[src/rtl/vga_pkg.sv]
// Shared VGA types and helpers: timing records, RGB565 pixels, analyzer states and the CRC-16 step.
package vga_pkg;

  localparam int unsigned TIMING_WIDTH = 12;
  localparam logic [15:0] CRC16_POLY   = 16'h1021;
  localparam logic [15:0] CRC16_INIT   = 16'hFFFF;

  typedef struct packed {
    logic [TIMING_WIDTH-1:0] visible_area;
    logic [TIMING_WIDTH-1:0] front_porch;
    logic [TIMING_WIDTH-1:0] sync_pulse;
    logic [TIMING_WIDTH-1:0] back_porch;
  } line_t;

  typedef struct packed {
    logic [4:0] r;
    logic [5:0] g;
    logic [4:0] b;
  } vga_data_t;

  typedef enum logic [1:0] {
    A_IDLE,
    A_WAIT_VS,
    A_ACTIVE
  } analyzer_state_e;

  // CCITT CRC-16, one full 16-bit word per call, MSB first, no reflection.
  function automatic logic [15:0] crc16_step(input logic [15:0] crc, input logic [15:0] data);
    logic [15:0] c;
    c = crc;
    for (int i = 15; i >= 0; i--) begin
      if (c[15] ^ data[i]) c = {c[14:0], 1'b0} ^ CRC16_POLY;
      else                 c = {c[14:0], 1'b0};
    end
    return c;
  endfunction

endpackage

[src/rtl/vga_line_meter.sv]
// Per-frame line geometry: de edge detection, pixel/line counters, first line length, ragged-line flag.
module vga_line_meter
  import vga_pkg::*;
#(
  parameter int unsigned CNT_W = TIMING_WIDTH
) (
  input  logic             clk_i,
  input  logic             rst_ni,
  input  logic             run_i,
  input  logic             clr_i,
  input  logic             de_i,
  output logic [CNT_W-1:0] line_cnt_c,
  output logic [CNT_W-1:0] first_len_c,
  output logic             len_err_c
);

  logic             de_q;
  logic             de_fall;
  logic [CNT_W-1:0] pix_cnt;
  logic [CNT_W-1:0] pix_cnt_nxt;
  logic [CNT_W-1:0] line_cnt;
  logic [CNT_W-1:0] first_len;
  logic             len_err;

  // The _c values already include a line closing this cycle, so a publish sees it.
  always_comb begin
    de_fall     = ~de_i & de_q;
    line_cnt_c  = line_cnt;
    first_len_c = first_len;
    len_err_c   = len_err;
    pix_cnt_nxt = pix_cnt;
    if (de_fall) begin
      pix_cnt_nxt = '0;
      if (line_cnt != '1) line_cnt_c = line_cnt + CNT_W'(1);
      if (line_cnt == '0)            first_len_c = pix_cnt;
      else if (pix_cnt != first_len) len_err_c   = 1'b1;
    end else if (de_i && (pix_cnt != '1)) begin
      pix_cnt_nxt = pix_cnt + CNT_W'(1);
    end
  end

  always_ff @(posedge clk_i or negedge rst_ni) begin
    if (!rst_ni) begin
      de_q      <= 1'b0;
      pix_cnt   <= '0;
      line_cnt  <= '0;
      first_len <= '0;
      len_err   <= 1'b0;
    end else begin
      de_q <= de_i;
      if (clr_i || !run_i) begin
        pix_cnt   <= '0;
        line_cnt  <= '0;
        first_len <= '0;
        len_err   <= 1'b0;
      end else begin
        pix_cnt   <= pix_cnt_nxt;
        line_cnt  <= line_cnt_c;
        first_len <= first_len_c;
        len_err   <= len_err_c;
      end
    end
  end

endmodule

[src/rtl/vga_frame_analyzer.sv]
// Sink-side frame checker: measures active width/height, CRC-16 per frame and timing errors,
// publishing results on each vsync rising edge.
module vga_frame_analyzer
  import vga_pkg::*;
#(
  parameter int unsigned CNT_W  = TIMING_WIDTH,
  parameter int unsigned FCNT_W = 16
) (
  input  logic              clk_i,
  input  logic              rst_ni,
  input  logic              enable_i,
  input  line_t             h_line_i,
  input  line_t             v_line_i,
  input  logic              vs_i,
  input  logic              de_i,
  input  vga_data_t         data_i,
  output logic [CNT_W-1:0]  width_o,
  output logic [CNT_W-1:0]  height_o,
  output logic [15:0]       crc_o,
  output logic              crc_match_o,
  output logic              timing_err_o,
  output logic [FCNT_W-1:0] frame_cnt_o,
  output logic              frame_done_o
);

  analyzer_state_e  state;
  logic             vs_q;
  logic [15:0]      crc;
  logic             proto_err;
  logic             first_pub;
  logic             vs_edge;
  logic             publish;
  logic             run;
  logic [CNT_W-1:0] line_cnt_c;
  logic [CNT_W-1:0] first_len_c;
  logic             len_err_c;
  logic             unused_timing_bits;

  assign vs_edge = vs_i & ~vs_q;
  assign run     = (state == A_ACTIVE) && enable_i;
  assign publish = run && vs_edge;

  // Only the visible areas matter here; the porch/sync fields are deliberately ignored.
  assign unused_timing_bits = ^{h_line_i, v_line_i};

  vga_line_meter #(.CNT_W(CNT_W)) u_line_meter (
    .clk_i      (clk_i),
    .rst_ni     (rst_ni),
    .run_i      (run),
    .clr_i      (vs_edge),
    .de_i       (de_i),
    .line_cnt_c (line_cnt_c),
    .first_len_c(first_len_c),
    .len_err_c  (len_err_c)
  );

  always_ff @(posedge clk_i or negedge rst_ni) begin
    if (!rst_ni) begin
      state        <= A_IDLE;
      vs_q         <= 1'b0;
      crc          <= CRC16_INIT;
      proto_err    <= 1'b0;
      first_pub    <= 1'b1;
      width_o      <= '0;
      height_o     <= '0;
      crc_o        <= '0;
      crc_match_o  <= 1'b0;
      timing_err_o <= 1'b0;
      frame_cnt_o  <= '0;
      frame_done_o <= 1'b0;
    end else begin
      vs_q         <= vs_i;
      frame_done_o <= 1'b0;
      case (state)
        A_IDLE: begin
          proto_err <= 1'b0;
          crc       <= CRC16_INIT;
          if (enable_i) state <= A_WAIT_VS;
        end
        A_WAIT_VS: begin
          proto_err <= 1'b0;
          crc       <= CRC16_INIT;
          if (vs_edge) begin
            state     <= A_ACTIVE;
            proto_err <= de_i;
          end
        end
        A_ACTIVE: begin
          if (vs_edge) begin
            // A pixel present in the edge cycle is dropped and taints the new frame.
            width_o      <= first_len_c;
            height_o     <= line_cnt_c;
            crc_o        <= crc;
            crc_match_o  <= ~first_pub && (crc == crc_o);
            timing_err_o <= len_err_c | proto_err
                          | (first_len_c != CNT_W'(h_line_i.visible_area))
                          | (line_cnt_c  != CNT_W'(v_line_i.visible_area));
            frame_cnt_o  <= frame_cnt_o + FCNT_W'(1);
            frame_done_o <= 1'b1;
            first_pub    <= 1'b0;
            crc          <= CRC16_INIT;
            proto_err    <= de_i;
          end else if (de_i) begin
            crc <= crc16_step(crc, data_i);
          end
        end
        default: state <= A_IDLE;
      endcase
      if (!enable_i) begin
        state        <= A_IDLE;
        first_pub    <= 1'b1;
        proto_err    <= 1'b0;
        crc          <= CRC16_INIT;
        frame_done_o <= 1'b0;
        width_o      <= width_o;
        height_o     <= height_o;
        crc_o        <= crc_o;
        crc_match_o  <= crc_match_o;
        timing_err_o <= timing_err_o;
        frame_cnt_o  <= frame_cnt_o;
      end
    end
  end

endmodule
[config.mk]
export PLATFORM = sky130hd
export DESIGN_NAME = vga_frame_analyzer
export DESIGN_NICKNAME = d
export VERILOG_FILES = /design/src/rtl/vga_pkg.sv /design/src/rtl/vga_line_meter.sv /design/src/rtl/vga_frame_analyzer.sv
export SDC_FILE = /design/constraint.sdc
export NUM_CORES = 1
export LEC_CHECK = 0
export ABC_AREA = 1
export CORE_ASPECT_RATIO = 0.8
export CORE_MARGIN = 4
export CORE_UTILIZATION = 45
export CTS_CLUSTER_DIAMETER = 30
export CTS_CLUSTER_SIZE = 30
export DETAILED_ROUTE_END_ITERATION = 10
export MAX_ROUTING_LAYER = met4
export PLACE_DENSITY = 0.77
export SLEW_MARGIN = 20
export SYNTH_ARGS = -nofsm -noshare
export SYNTH_HDL_FRONTEND = slang
export SYNTH_HIERARCHICAL = 1
export SYNTH_SLANG_ARGS = --single-unit
export TNS_END_PERCENT = 100
[constraint.sdc]
create_clock -name clk_i -period 2.2 [get_ports clk_i]
set_clock_uncertainty 0.15 [all_clocks]
set_input_delay 0.66 -clock clk_i [delete_from_list [all_inputs] [get_ports clk_i]]
set_output_delay 0.66 -clock clk_i [all_outputs]
set_load 0.005 [all_outputs]
* Word-level counts from Yosys, hierarchy flattened
Index checks and enable logic that the tools add are counted.
W data, S select, Z words.
** Word-level totals
- Register bits after elaboration :: 118
- Input port bits :: 117
- Output and inout bits :: 59
- Word-level logic and storage cells :: 181
** Cells by class
- Add/sub/neg operators :: 3
- Equality and inequality tests :: 16
- Muxes and demuxes :: 91
- Bitwise gates (word level) :: 40
- Reductions and logical operators :: 14
** Operator list (number)
- $mux W16 :: 48
- $mux W13 :: 16
- $mux W12 :: 9
- $not A3 Y3 :: 16
- $ne A12 B12 Y1 :: 3
- $pmux W16 S2 :: 1
- $add A12 B1 Y12 const B :: 2
- $ne A12 B12 Y1 const B :: 2
- $add A16 B1 Y16 const B :: 1
- $eq A16 B16 Y1 :: 1
- $xor A1 B1 Y1 :: 16
- $mux W1 :: 13
- $logic_not A12 Y1 :: 1
- $ne A3 B2 Y1 const B :: 3
- $reduce_and A2 Y1 :: 4
- $pmux W2 S3 :: 1
- $mux W2 :: 2
- $ne A2 B1 Y1 const B :: 2
- $ne A4 B1 Y1 const B :: 1
- $ne A4 B3 Y1 const B :: 1
- $logic_and A1 B1 Y1 :: 3
- $not A1 Y1 :: 3
- $or A1 B1 Y1 :: 3
- $pmux W1 S3 :: 1
- 10 further kinds :: 11

* Depth between registers and ports, before layout
Gate-level depths: netlist of the first run.
- Word-level depth :: 81
- Gate-level depth with buffers :: 19
- Gate-level depth less buffers :: 19

* By module
Netlist of the first run, hierarchy kept.
** Modules (own cells, without submodules)
- vga_frame_analyzer :: times used 1, cells an instance 571, area each 4508.1 um^2, seq. area each 2023.2 um^2
- vga_line_meter :: times used 1, cells an instance 373, area each 2484.9 um^2, seq. area each 950.9 um^2

* Least setup slack after synthesis of the first run
OpenSTA, ideal clock, no wires.
- Path kind :: input port to flip-flop
- Start :: input de_i
- End :: register timing_err_o
- Setup time :: 0.117 ns
- Arrival :: 2.068 ns
- Data required time :: 1.933 ns
- Path slack :: -0.135 ns
- Cell stages on the path :: 12
- Buffers on the path :: 1
- Cells stage by stage :: inv_1 nand2_1 inv_1 nand3_2 clkbuf_4 o21ai_2 inv_1 xor2_1 nor4_1 nand2_1 nor2_1 nor2_1
** Between the ends
- Cells in the longest elaborated chain, start to end :: 6
- Elaborated cells between the ends (all ways) :: 10
- Those cells by class :: 2 x eq/ne; 3 x mux; 5 x bitwise
** RTL lines
- start: declaration :: line vga_frame_analyzer.sv:15 : input logic de_i,
- $not A1 Y1 :: line vga_line_meter.sv:27 : de_fall = ~de_i & de_q;
- $and A1 B1 Y1 :: line vga_line_meter.sv:27
- $mux W12 :: line vga_line_meter.sv:32 : if (de_fall) begin
- net first_len_c[4] :: line vga_frame_analyzer.sv:35 : logic [CNT_W-1:0] first_len_c;
- $ne A12 B12 Y1 :: line vga_frame_analyzer.sv:96 : | (first_len_c != CNT_W'(h_line_i.visible_area))
- $or A1 B1 Y1 :: line vga_frame_analyzer.sv:96
- $or A1 B1 Y1 :: line vga_frame_analyzer.sv:97 : | (line_cnt_c != CNT_W'(v_line_i.visible_area));
- end signal: assignment :: line vga_frame_analyzer.sv:95 : timing_err_o <= len_err_c | proto_err
- end signal: assignment :: line vga_frame_analyzer.sv:119 : timing_err_o <= timing_err_o;
- end: declaration :: line vga_frame_analyzer.sv:21 : output logic timing_err_o,
The timed path passes the listed nets, and every way through them passes these cells.
A chain may end at the register's enable or synchronous reset.

* Worst setup path after layout of the first run
- Start :: register u_line_meter.line_cnt[0]
- End :: register timing_err_o
** Between the ends
- Cells in the longest elaborated chain, start to end :: 6
- Elaborated cells between the ends (all ways) :: 14
- Those cells by class :: 1 x add/sub; 3 x eq/ne; 6 x mux; 3 x bitwise; 1 x reduce/logical
** RTL lines
- start: declaration :: line vga_line_meter.sv:21 : logic [CNT_W-1:0] line_cnt;
- start signal: assignment :: line vga_line_meter.sv:58 : line_cnt <= line_cnt_c;
- $logic_not A12 Y1 :: line vga_line_meter.sv:35 : if (line_cnt == '0) first_len_c = pix_cnt;
- $mux W12 :: line vga_line_meter.sv:35
- $mux W12 :: line vga_line_meter.sv:32
- net first_len_c[1] :: line vga_frame_analyzer.sv:35
- $ne A12 B12 Y1 :: line vga_frame_analyzer.sv:96
- $or A1 B1 Y1 :: line vga_frame_analyzer.sv:96
- $or A1 B1 Y1 :: line vga_frame_analyzer.sv:97
The timed path passes the listed nets, and every way through them passes these cells.

==> out/results.ini, run 1 <==
[yosys]
ys_top_cells_by_area = dfrtp_1 36%, nand2_1 16%, inv_1 7.7%
syn_area_mm2 = 0.00699
synth_cell_types = 43
syn-num-nets = 1069
yosys.area.top_type = dfrtp_1
yosysWarningCount = 6
synth_edf_count = 0
ys_seq_area_share_pct = 42.5
synth-seq-cells = 118
ys_dominant_reg_cell = dfrtp_1
synth_area_per_cell_um2 = 7.41
asyncSetResetFlopFracSynth_pct = 100
synth_top_area_share_pct = 36.1
synth_cells = 944

[timing]
finalSetupViolCount = 3
rsz0062_at_grt = true
fin_ws_ns = -0.338
timing.fmax_mhz = 394
hold_viol = 0
tns_ns = -0.506
period_share_pct = 115
finalMaxSlewViolations = 0
worst_slew_pin_slew_ns = 0.429
finalCriticalPeriod_ns = 2.54
max_slew_margin_pct = 71.2

[layout]
syn_to_final_growth_pct = 47.7
final_cell_mix = 292 x nand2_1, 144 x buf_4, 125 x inv_1, 100 x dfrtp_1, 97 x clkdlybuf4s50_1
antenna_cells = 0
fill_cells = 1193
final_common_cell = nand2_1
post_route_cells_drive_above_1_share_pct = 24.8
utilization_pct = 68.3
nNetsFinal = 1326

[floorplanning]
die-area_mm2 = 0.0176
start_util_pct = 46.3
die_width_um = 147
core_area_mm2 = 0.0151
num_io_pins = 176
row_count = 40
die_h_um = 120

[clock_tree]
root_buffer = clkbuf_16
cts_hold_buf = 0
cts_num_sinks = 118
cts_made_buffers = 17
clk_latency_ns = 0.42
clock_path_buffers = 2
htreeDepth = 4
path_clk_slew_ns = 0.06
cts_tree = yes

[setup_path]
r2r_setup_slack_ns = -0.34
worstPathRequired_ns = 2.36
endpoint_kind = flip-flop
startpoint_type = flip-flop
critPathSlowestCell = dfrtp_1
crit_type = flip-flop to flip-flop
arrival_ns = 2.70
cpPeakStageDelay_ns = 0.42
cp_max_fo = 8
rr_worst_depth = 18
path_cells = buf_6 -> inv_4 -> ha_4 -> nand3_4 -> nor2_4 -> nand3_4 -> buf_12 -> buf_4 -> o21ai_2 -> inv_1 -> inv_1 -> o22ai_1 -> inv_1 -> nand4_1 -> nor2_1 -> nand2_1 -> nor2_1 -> nor2_1

[detailed_routing]
wl_per_cell_um = 14.8
viasPerCell = 5.00
vias = 7117
drtPass1Iterations = 5
wl_um = 21000
ant_nets = 0
drt_iter0_drc = 518
drc = 0

[placement]
hpwlAfterDp_um = 14800
port_buffers = 103
dp_slack_ns = -0.704
finalWeightedCongestion = 0.926

[status]
violations = negative setup slack
outcome = complete, but fails checks

[global_routing]
grt_pass1_vias = 6739
globalRouteOverflowTotal = 0
antenna_found_initial = 0
grt_pass1_wl_um = 33000
grt_max_degree = 46
grt_usage_pct = 24.0

[pwr]
cellPowerDensity_mw_per_mm2 = 769
leakagePower_nw = 5.32
peakVddDrop_uv = 538

[min_path]
min_path_type = input pin to async pin

[run]
maxCapViolations = 0

[kinds of logic after synthesis]
logic type / after synthesis / share of synthesized area, %
compound gates: 109 / 9.11
xor+xnor: 62 / 7.77
fa+ha+maj: 8 / 1.43
buf+inv: 168 / 9.36
flops: 118 / 42.5
simple gates: 479 / 29.8
[stage by stage]
| step | total power [mW] | hold WS [ns] | std cells | instance area [µm²] |
|---|---|---|---|---|
| after floorplan | 3.60 | 0.214 | 944 | 7040 |
| after global placement | 4.69 | 0.307 | 1353 | 9130 |
| after detailed placement | 4.74 | 0.312 | 1353 | 9130 |
| after CTS | 7.89 | 0.0204 | 1405 | 10000 |
| after global routing | 8.32 | 0.0432 | 1424 | 10300 |
| final | 7.94 | 0.0264 | 1424 | 10300 |
[critical path: cells and delay by family (launching register included)]
family	cells	cell delay (ns)
compound gates	2	0.26
simple gates	8	0.77
buf+inv	7	0.70
fa+ha+maj	1	0.13
flops	1	0.42
[flip-flops by register name (all words and copies together) (netlist names)]
signal and cells:
crc 16, crc_match_o 1, crc_o 16, first_pub 1, frame_cnt_o 16, frame_done_o 1
height_o 12, proto_err 1, state 2, timing_err_o 1, u_line_meter/de_q 1, u_line_meter/first_len 12
u_line_meter/len_err 1, u_line_meter/line_cnt 12, u_line_meter/pix_cnt 12, vs_q 1, width_o 12
[final timing paths]
path / start / to
setup reg to reg: u_line_meter/line_cnt[0]$_DFF_PN0_ / timing_err_o$_DFFE_PN0P_
setup / recovery: u_line_meter/line_cnt[0]$_DFF_PN0_ / timing_err_o$_DFFE_PN0P_
min in group clk_i: width_o[2]$_DFFE_PN0P_ / width_o[2]$_DFFE_PN0P_
hold / removal: rst_ni / crc_o[8]$_DFFE_PN0P_
max in group asynchronous: rst_ni / crc[11]$_DFFE_PN1P_
hold reg to reg: width_o[2]$_DFFE_PN0P_ / width_o[2]$_DFFE_PN0P_
[per-layer routing]
layer | vias to the layer above | part of all wire, % | track usage (%) | wire [µm]
met5 | - | 0 | - | 0
met4 | 0 | 2.7 | 8.50 | 570
met3 | 47 | 6.4 | 4.61 | 1340
met2 | 267 | 46 | 36.9 | 9650
met1 | 3334 | 45 | 32.0 | 9460
li1 | 3469 | - | - | -
[power by group]
part	internal, mW	total (mW)	switching (mW)
sequential	2.48	2.74	0.259
clock	2.07	3.09	1.02
combinational	1.10	2.12	1.01
total	5.65	7.94	2.29
[repair_timing]
| item | CTS | global route |
|---|---|---|
| setup endpoints to repair | 5 | 25 |
| gates resized for setup | 44 | 41 |
| pin swaps | 25 | 20 |
| endpoints found under the hold margin | 0 | 0 |
| buffers inserted | 20 | 20 |
[cell type report]
class | instances | area [µm²] | share of cell area, %
clock buffers | 20 | 457 | 4.42
clock inverters | 12 | 200 | 1.94
inverters | 147 | 567 | 5.49
multi-input cells | 658 | 3580 | 34.7
flip-flops and latches | 118 | 2980 | 28.8
well taps | 210 | 263 | 2.54
repair buffers | 259 | 2290 | 22.1
[synthesized netlist by cell type (7+ instances only)]
cell type and instances:
a21oi_1 16, clkbuf_1 9, dfrtp_1 101, dfstp_2 17, ha_1 8, inv_1 143, nand2_1 307, nand3_1 56
nand4_1 10, nor2_1 63, nor2_2 7, o21ai_0 58, o21ai_2 10, o22ai_1 9, xnor2_1 29, xor2_1 33
(Power assumes the default switching activity.)
==> run 2, diff against run 1 <==
--- a/config.mk
+++ b/config.mk
@@ -6,14 +6,16 @@
 export NUM_CORES = 1
 export LEC_CHECK = 0
 export ABC_AREA = 1
+export CAP_MARGIN = 10
 export CORE_ASPECT_RATIO = 0.8
 export CORE_MARGIN = 4
 export CORE_UTILIZATION = 45
 export CTS_CLUSTER_DIAMETER = 30
 export CTS_CLUSTER_SIZE = 30
 export DETAILED_ROUTE_END_ITERATION = 10
+export DONT_BUFFER_PORTS = 1
 export MAX_ROUTING_LAYER = met4
-export PLACE_DENSITY = 0.77
+export PLACE_DENSITY = 0.6
 export SLEW_MARGIN = 20
 export SYNTH_ARGS = -nofsm -noshare
 export SYNTH_HDL_FRONTEND = slang
==> constraint.sdc (replaced) <==
create_clock -name clk_i -period 2.35 [get_ports clk_i]
set_clock_uncertainty 0.15 [all_clocks]
set_input_delay 0.705 -clock clk_i [delete_from_list [all_inputs] [get_ports clk_i]]
set_output_delay 0.705 -clock clk_i [all_outputs]
set_load 0.005 [all_outputs]
==> run 2 against run 1 <==
Compared with the run above: the run ends with negative hold slack, negative setup slack left; critical path depth decreased by 4; worst setup slack gained 0.25 ns; count of clock-buffer cells in the layout decreased by 1; combinational power down 46%; critical endpoint unchanged; design area fell by 15%; sequential share of layout area grew 5.2 points; maximum frequency grew 3.9%; worst hold slack got worse by 0.20 ns.
==> out/results.ini, run 2 (synthesis results as in run 1) <==
[pwr]
p_comb_share_pct = 17.2  ; -9.4 points
p_int_mw = 4.63  ; -18%
cellPowerDensity_mw_per_mm2 = 758  ; -1.5%
peakVddDrop_uv = 527  ; -2.0%
total_power_mw = 6.63  ; -17%
power_switching_share_pct = 30.2  ; +1.3 points
power.switching_mw = 2.00  ; -13%
power_frac_clock_pct = 42.9  ; +4.0 points
leakagePower_nw = 4.55  ; -14%
power_frac_seq_pct = 39.9  ; +5.4 points

[timing]
fin_ws_ns = -0.0928  ; +0.246 ns
finalMaxSlewViolations = 0  ; unchanged
worst_slew_pin_slew_ns = 0.593  ; +0.164 ns
max_slew_margin_pct = 60.1  ; -11 points
hold_slack_ns = -0.169  ; -0.196 ns
finalCriticalPeriod_ns = 2.44  ; -0.0955 ns
rsz0062_at_grt = true
hold_viol = 101  ; +101
finalSetupViolCount = 1  ; -2
period_share_pct = 104  ; -11 points
timing.fmax_mhz = 409  ; +3.9%

[layout]
final_cell_mix = 294 x nand2_1, 126 x inv_1, 101 x dfrtp_1, 82 x buf_4, 58 x nor2_1
final_common_cell = nand2_1
nNetsFinal = 1157  ; -13%
syn_to_final_growth_pct = 25.2
antenna_cells = 0  ; unchanged
post_route_cells_drive_above_1_share_pct = 21.7  ; -3.1 points
multi_input_area_mm2 = 0.00357  ; -0.17%
utilization_pct = 57.9  ; -10 points
area.sequential_mm2 = 0.00297  ; about the same
fill_cells = 1424  ; +19%
stdcell_count = 1255  ; -12%
reg.largest.list = crc (16), crc_o (16), frame_cnt_o (16)

[detailed_routing]
drc = 0  ; unchanged
wl_um = 19400  ; -7.6%
drtPass1Iterations = 5  ; unchanged
wl_per_cell_um = 15.5  ; +4.8%
drt_iter0_drc = 476  ; -8.1%
ant_nets = 0  ; unchanged
vias = 6251  ; -12%
viasPerCell = 4.98  ; -0.34%

[status]
outcome = complete, but fails checks
violations = negative hold slack, negative setup slack

[setup_path]
critPathBufInv = 4  ; -3
crit_family = simple AND/OR/NAND/NOR gates
path_cells = inv_2 -> ha_4 -> nand3_4 -> nor2_4 -> nand3_4 -> buf_8 -> buf_6 -> o21ai_4 -> inv_2 -> xor2_1 -> a221oi_2 -> nand4_1 -> nor2_1 -> nor2_1
cpPeakStageDelay_ns = 0.40  ; -0.02 ns
cp_max_fo = 7  ; -1
rr_worst_depth = 14  ; -4
crit-reg2reg-launch = u_line_meter/line_cnt[0]$_DFF_PN0_
critPathSlowestCell = dfrtp_1
arrival_ns = 2.61  ; -0.09 ns
worstPathRequired_ns = 2.51  ; +0.15 ns
startpoint_type = flip-flop
endpoint_kind = flip-flop
r2r_setup_slack_ns = -0.09  ; +0.25 ns
crit_start = u_line_meter/line_cnt[0]$_DFF_PN0_
crit_type = flip-flop to flip-flop
worstReg2RegEnd = timing_err_o$_DFFE_PN0P_

[global_routing]
grt_usage_pct = 23.7  ; -0.28 points
globalRouteOverflowTotal = 0  ; unchanged
grt_max_degree = 119  ; +160%
grt_pass1_vias = 6218  ; -7.7%
antenna_found_initial = 0  ; unchanged
grt_pass1_wl_um = 32100  ; -2.7%

[floorplanning]
die_width_um = 147  ; unchanged
row_count = 40  ; unchanged
num_io_pins = 176  ; unchanged
die-area_mm2 = 0.0176  ; unchanged
core_area_mm2 = 0.0151  ; unchanged
start_util_pct = 46.3  ; unchanged
die_h_um = 120  ; unchanged

[run]
maxCapViolations = 0  ; unchanged

[placement]
hpwlAfterDp_um = 13800  ; -7.1%
dp_slack_ns = -0.266  ; +0.438 ns
finalWeightedCongestion = 0.911  ; -1.6%
dp.cells = 1207  ; -11%
port_buffers = 0  ; -100%

[clock_tree]
cts_tree = yes
htreeDepth = 4  ; unchanged
root_buffer = clkbuf_16
cts_num_sinks = 118  ; unchanged
clk_latency_ns = 0.42  ; about the same
path_clk_slew_ns = 0.06  ; about the same
clock_path_buffers = 2  ; unchanged
cts_made_buffers = 17  ; unchanged

[min_path]
min_path_type = input pin to async pin

==> run 2: worst max path at each step <==
| stage | slack [ns] | endpoint | depth (start not counted) |
|---|---|---|---|
| after global placement | -0.24 | timing_err_o$_DFFE_PN0P_ | 18 |
| after global routing | -0.27 | timing_err_o$_DFFE_PN0P_ | 14 |
| after detailed placement | -0.27 | timing_err_o$_DFFE_PN0P_ | 19 |
| final | -0.09 | timing_err_o$_DFFE_PN0P_ | 14 |
| after floorplan | 0.01 | timing_err_o$_DFFE_PN0P_ | 12 |
| after CTS | -0.13 | timing_err_o$_DFFE_PN0P_ | 17 |
==> run 2: what timing repair did <==
item	4_1_cts	5_1_grt
gates cloned	1	0
pin swaps	27	22
resized for setup	49	30
buffers inserted	13	3
setup endpoints to repair	1	3
endpoints found under the hold margin	118	101
==> run 2: final cells by class <==
| class | count | area share (%) |
|---|---|---|
| Multi-Input combinational cell | 658 | 40.8 |
| Sequential cell | 118 | 34.0 |
| Timing Repair Buffer | 90 | 8.41 |
| Inverter | 147 | 6.39 |
| Clock buffer | 19 | 5.18 |
| Tap cell | 210 | 3.00 |
| Clock inverter | 13 | 2.20 |
==> run 2: power groups by stage <==
stage | clock network, mW | registers (mW) | logic (mW)
4_1_cts | 2.91 | 2.65 | 1.12
5_1_grt | 3.00 | 2.69 | 1.32
2_1_floorplan | 0 | 2.57 | 0.789
3_5_place_dp | 0 | 2.68 | 1.07
3_3_place_gp | 0 | 2.68 | 1.05
6_report | 2.85 | 2.65 | 1.14
==> run 2: per-stage QoR <==
step / hold slack (ns) / TNS (ns) / cell area (µm²)
after CTS: -0.191 / -0.133 / 8680
after detailed placement: 0.262 / -0.266 / 7740
after floorplan: 0.259 / 0 / 6990
after global placement: 0.262 / -0.242 / 7740
after global routing: -0.195 / -0.274 / 8750
final: -0.169 / -0.0928 / 8750
==> run 2: layer usage <==
| layer | global-route usage, % | routed length [µm] | up-vias |
|---|---|---|---|
| li1 | - | - | 3132 |
| met3 | 7.17 | 1500 | 12 |
| met1 | 32.4 | 9120 | 2949 |
| met2 | 34.7 | 8660 | 158 |
| met4 | 6.17 | 138 | 0 |
| met5 | - | 0 | - |
